### config.mk
export PLATFORM = sky130hd
export DESIGN_NAME = audio_wr_arbiter
export DESIGN_NICKNAME = d
export VERILOG_FILES = /design/src/rtl/audio_wr_arbiter.sv
export SDC_FILE = /design/constraint.sdc
export NUM_CORES = 1
export LEC_CHECK = 0
export CAP_MARGIN = 5
export CORE_ASPECT_RATIO = 1.4
export CORE_MARGIN = 5
export CORE_UTILIZATION = 65
export CTS_BUF_LIST = sky130_fd_sc_hd__clkbuf_8 sky130_fd_sc_hd__clkbuf_16
export CTS_CLUSTER_SIZE = 20
export DETAILED_ROUTE_END_ITERATION = 16
export DONT_BUFFER_PORTS = 1
export PLACE_DENSITY = 0.81
export SYNTH_ARGS = -nofsm -noshare
export SYNTH_HDL_FRONTEND = slang
export SYNTH_SLANG_ARGS = --single-unit
### constraint.sdc
create_clock -name clk -period 4.1 [get_ports clk]
set_input_delay 0.41 -clock clk [delete_from_list [all_inputs] [get_ports clk]]
set_output_delay 0.41 -clock clk [all_outputs]
set_load 0.02 [all_outputs]
### src/rtl/audio_wr_arbiter.sv
// audio_wr_arbiter: shares the PSG attribute-RAM and PCM FIFO write ports between requesters A and B
// Ports: clk/rst (sync, active-high); a_*/b_* valid/ready single-byte write requests;
// pcm_fifo_full/pcm_fifo_reset throttle PCM grants; psg_* and pcm_fifo_* are registered write ports.
// Define AUDIO_ARB_FIXED_PRIO_EN for fixed A-over-B priority; otherwise round-robin with MAX_BURST bursts.
module audio_wr_arbiter #(
  parameter int MAX_BURST = 4
) (
  input  logic       clk,
  input  logic       rst,
  input  logic       a_valid,
  input  logic       a_is_pcm,
  input  logic [4:0] a_addr,
  input  logic [7:0] a_data,
  output logic       a_ready,
  input  logic       b_valid,
  input  logic       b_is_pcm,
  input  logic [4:0] b_addr,
  input  logic [7:0] b_data,
  output logic       b_ready,
  input  logic       pcm_fifo_full,
  input  logic       pcm_fifo_reset,
  output logic [4:0] psg_wraddr,
  output logic [7:0] psg_wrdata,
  output logic       psg_write,
  output logic [7:0] pcm_fifo_wrdata,
  output logic       pcm_fifo_write
);
  logic pcm_ok, elig_a, elig_b, gnt_a, gnt_b, gnt_psg, gnt_pcm;
  logic [4:0] addr;
  logic [7:0] data;
  // a PCM write still in flight blocks the next one, so the FIFO full flag is always current
  assign pcm_ok = !pcm_fifo_full && !pcm_fifo_write && !pcm_fifo_reset;
  assign elig_a = a_valid && (!a_is_pcm || pcm_ok);
  assign elig_b = b_valid && (!b_is_pcm || pcm_ok);
`ifdef AUDIO_ARB_FIXED_PRIO_EN
  assign gnt_a = elig_a;
  assign gnt_b = elig_b && !elig_a;
`else
  typedef enum logic [1:0] {IDLE, OWN_A, OWN_B} state_t;
  state_t state;
  logic [3:0] burst_cnt;
  logic last_b, under, keep_a, keep_b;
  always_comb begin
    under  = burst_cnt < 4'(MAX_BURST);
    keep_a = elig_a && (under || !elig_b);
    keep_b = elig_b && (under || !elig_a);
    gnt_a  = state == OWN_A ? keep_a : state == OWN_B ? elig_a && !keep_b : elig_a && (!elig_b || last_b);
    gnt_b  = state == OWN_B ? keep_b : state == OWN_A ? elig_b && !keep_a : elig_b && (!elig_a || !last_b);
  end
  always_ff @(posedge clk) begin
    if (rst) begin
      state     <= IDLE;
      burst_cnt <= '0;
      last_b    <= 1'b1;
    end else if (gnt_a || gnt_b) begin
      state     <= gnt_a ? OWN_A : OWN_B;
      burst_cnt <= (state == (gnt_a ? OWN_A : OWN_B)) ? burst_cnt + {3'b0, burst_cnt != 4'd15} : 4'd1;
      last_b    <= gnt_b;
    end else begin
      state     <= IDLE;
      burst_cnt <= '0;
    end
  end
`endif
  assign a_ready = gnt_a;
  assign b_ready = gnt_b;
  assign gnt_psg = gnt_a ? !a_is_pcm : gnt_b && !b_is_pcm;
  assign gnt_pcm = gnt_a ? a_is_pcm : gnt_b && b_is_pcm;
  assign addr    = gnt_a ? a_addr : b_addr;
  assign data    = gnt_a ? a_data : b_data;
  // reset also drops any strobe owed to a transfer accepted in the reset cycle
  always_ff @(posedge clk) begin
    if (rst) begin
      psg_write       <= 1'b0;
      pcm_fifo_write  <= 1'b0;
      psg_wraddr      <= '0;
      psg_wrdata      <= '0;
      pcm_fifo_wrdata <= '0;
    end else begin
      psg_write      <= gnt_psg;
      pcm_fifo_write <= gnt_pcm;
      if (gnt_psg) begin
        psg_wraddr <= addr;
        psg_wrdata <= data;
      end
      if (gnt_pcm) pcm_fifo_wrdata <= data;
    end
  end
endmodule

==> flow_summary.json <==
{
  "finalClockSkew_ns": 0.00403,
  "final_cells": 164,
  "routed-via-count": 1186,
  "clockBufferDepth": 2,
  "cts_root_buf": "clkbuf_8",
  "cts_tree": "done",
  "die_area_um2": 3440,
  "cts.hold.buffers_added": 0,
  "wl_mm": 3.58,
  "rows": 20,
  "yosys-top-cells-area": "dfxtp_1, a211oi_2, mux2i_1",
  "ys_ff_latch": 30,
  "routedWlPerCell_um": 21.8,
  "yosysWarnings": 0,
  "vias_per_cell": 7.23,
  "power_leakage_nw": 0.565,
  "hp-class": "input port to register",
  "start_util_pct": 68.7,
  "maxSlewViolCount": 0,
  "drtIter0Drc": 49,
  "hold_viol": 0,
  "synth_top_area_share_pct": 39.2,
  "port_buffers": 0,
  "track_usage_pct": 22.8,
  "pre_cts_ws_ns": 1.53,
  "synth_edf_count": 0,
  "max_freq_ghz": 0.385,
  "die_x_um": 51.0,
  "place_inst": 156,
  "h-tree-depth": 2,
  "grt_overflow_total": 0,
  "setup_violations": 0,
  "ys_types": 35,
  "die_h_um": 67.4,
  "p_per_area_nw_per_um2": 466,
  "ys_seq_area_share_pct": 39.2,
  "post_cts_resized": 0,
  "dp_hpwl_mm": 2.60,
  "crit_path_start_kind": "register",
  "maxSlewHeadroom_pct": 33.7,
  "antennaDiodeCount": 0,
  "final_common_cell": "dfxtp_1",
  "clkTransAtPathRegs_ns": 0.06,
  "finalCriticalPeriod_ns": 2.60,
  "setup_slack_ns": 1.50,
  "area_delta_synth_final_pct": 4.17,
  "rsz0062_at_grt": "false",
  "fin_total_pwr_uw": 742,
  "fin_nets": 177,
  "grt_start_max_net_pins": 29,
  "io_pins": 59,
  "status": "complete, no violations",
  "worstMarginPinSlew_ns": 0.994,
  "dr.pass1.iters": 4,
  "syn_inst": 147,
  "cts_buffers": 5,
  "worstSkewPairLatency_ns": 0.28,
  "ys_async_sr_fraction_pct": 0,
  "postRouteAntennaNets": 0,
  "critPathArrivalTime_ns": 2.74,
  "nFillCells": 164,
  "antenna_found_initial": 0,
  "synth_area_leader_cell": "dfxtp_1",
  "grt_pass1_vias": 1193,
  "fin_tns_setup_ns": 0,
  "syn_area_um2": 1530,
  "drive_above_1_share_pct": 19.0,
  "synthFlopType": "dfxtp_1",
  "fin_crit_sh_pct": 63.4,
  "crit_type": "register to register",
  "post-route-util_pct": 71.6,
  "drc": 0,
  "syn_nets": 183,
  "synth.avg_cell_area_um2": 10.4,
  "crit_path_end_kind": "register",
  "clock-sinks": 30,
  "timing.max_cap.violations": 0,
  "vdd_drop_max_uv": 293,
  "final_cell_mix": "dfxtp_1, mux2i_1, a31oi_1, a211oi_2, a221oi_1",
  "post-cts-setup-buffers": 0,
  "critPathMaxFanout": 25,
  "core_um2": 2230,
  "finalWeightedCongestion": 0.753,
  "grt_pass1_wl_mm": 5.78,
  "cp.required_ns": 4.24
}
[Yosys cell counts (2+ instances only)]
cell / n
a22o_1: 2
mux2i_1: 14
o211ai_1: 3
ha_1: 2
clkbuf_1: 7
nor2_1: 4
inv_1: 5
and3_1: 2
dfxtp_1: 30
nor2b_1: 6
buf_6: 3
a211oi_2: 13
a211oi_1: 8
a221oi_1: 9
a31oi_1: 14
nand3_1: 2
buf_2: 2
o21ai_0: 4
[path summary, 6_finish.rpt]
path / from / depth (start not counted) / slack (ns) / end
hold reg to reg: last_b$_SDFFE_PP1N_ / 2 / 0.53 / last_b$_SDFFE_PP1N_
setup reg to reg: pcm_fifo_write$_SDFF_PP0_ / 5 / 1.50 / pcm_fifo_wrdata[1]$_SDFFE_PP0P_
hold / removal: rst / 1 / 0.19 / psg_wrdata[7]$_SDFFE_PP0P_
setup / recovery: pcm_fifo_write$_SDFF_PP0_ / 5 / 1.50 / pcm_fifo_wrdata[1]$_SDFFE_PP0P_
[flip-flops by register name, indices dropped and copies added (netlist names)]
name / flops
last_b: 1
psg_write: 1
burst_cnt: 4
state: 2
pcm_fifo_write: 1
pcm_fifo_wrdata: 8
psg_wrdata: 8
psg_wraddr: 5
[report_power, final]
group          internal (mW)  switching [mW]  total [mW]
clock network          0.169           0.108       0.278
logic                 0.0454          0.0590       0.104
registers              0.316          0.0438       0.360
total                  0.531           0.211       0.742
[cell families after synthesis]
family | Yosys count | synth area share [%]
buffers and inverters | 19 | 6.54
adder cells (fa/ha/maj) | 2 | 1.64
AO/OA/AOI/OAI | 59 | 33.9
AND/OR/NAND/NOR | 21 | 8.42
XOR/XNOR | 2 | 1.14
flip-flops | 30 | 39.2
multiplexers | 14 | 9.16
[critical path, cell delays in order (launching register included)]
cell      delay (ns)
dfxtp_1         0.39
nor3_1          0.28
o21ai_0         0.27
a31oi_4         0.86
a22o_1          0.50
a211oi_1        0.14
[per-stage QoR]
stage,instance area (um2),hold WS [ns]
floorplan,1530,0.474
CTS,1590,0.181
global route,1590,0.173
detailed placement,1480,0.480
finish,1590,0.188
global placement,1480,0.479
[layer usage]
layer / track usage (%) / vias up / share of wire, %
met5: 0 / - / 0
met4: 8.75 / 0 / 1.4
met3: 10.8 / 6 / 10
met2: 38.5 / 44 / 53
met1: 24.5 / 578 / 36
li1: - / 558 / -
[final cells by class]
class                      instances  area [um2]  area share [%]
multi-input combinational         98         830            52.0
inverter                           5        18.8            1.18
timing repair buffer               1        7.51           0.471
clock buffer                       8         110            6.91
sequential                        30         601            37.7
tap                               22        27.5            1.73
No activity file was read; power rests on OpenSTA's default activity.
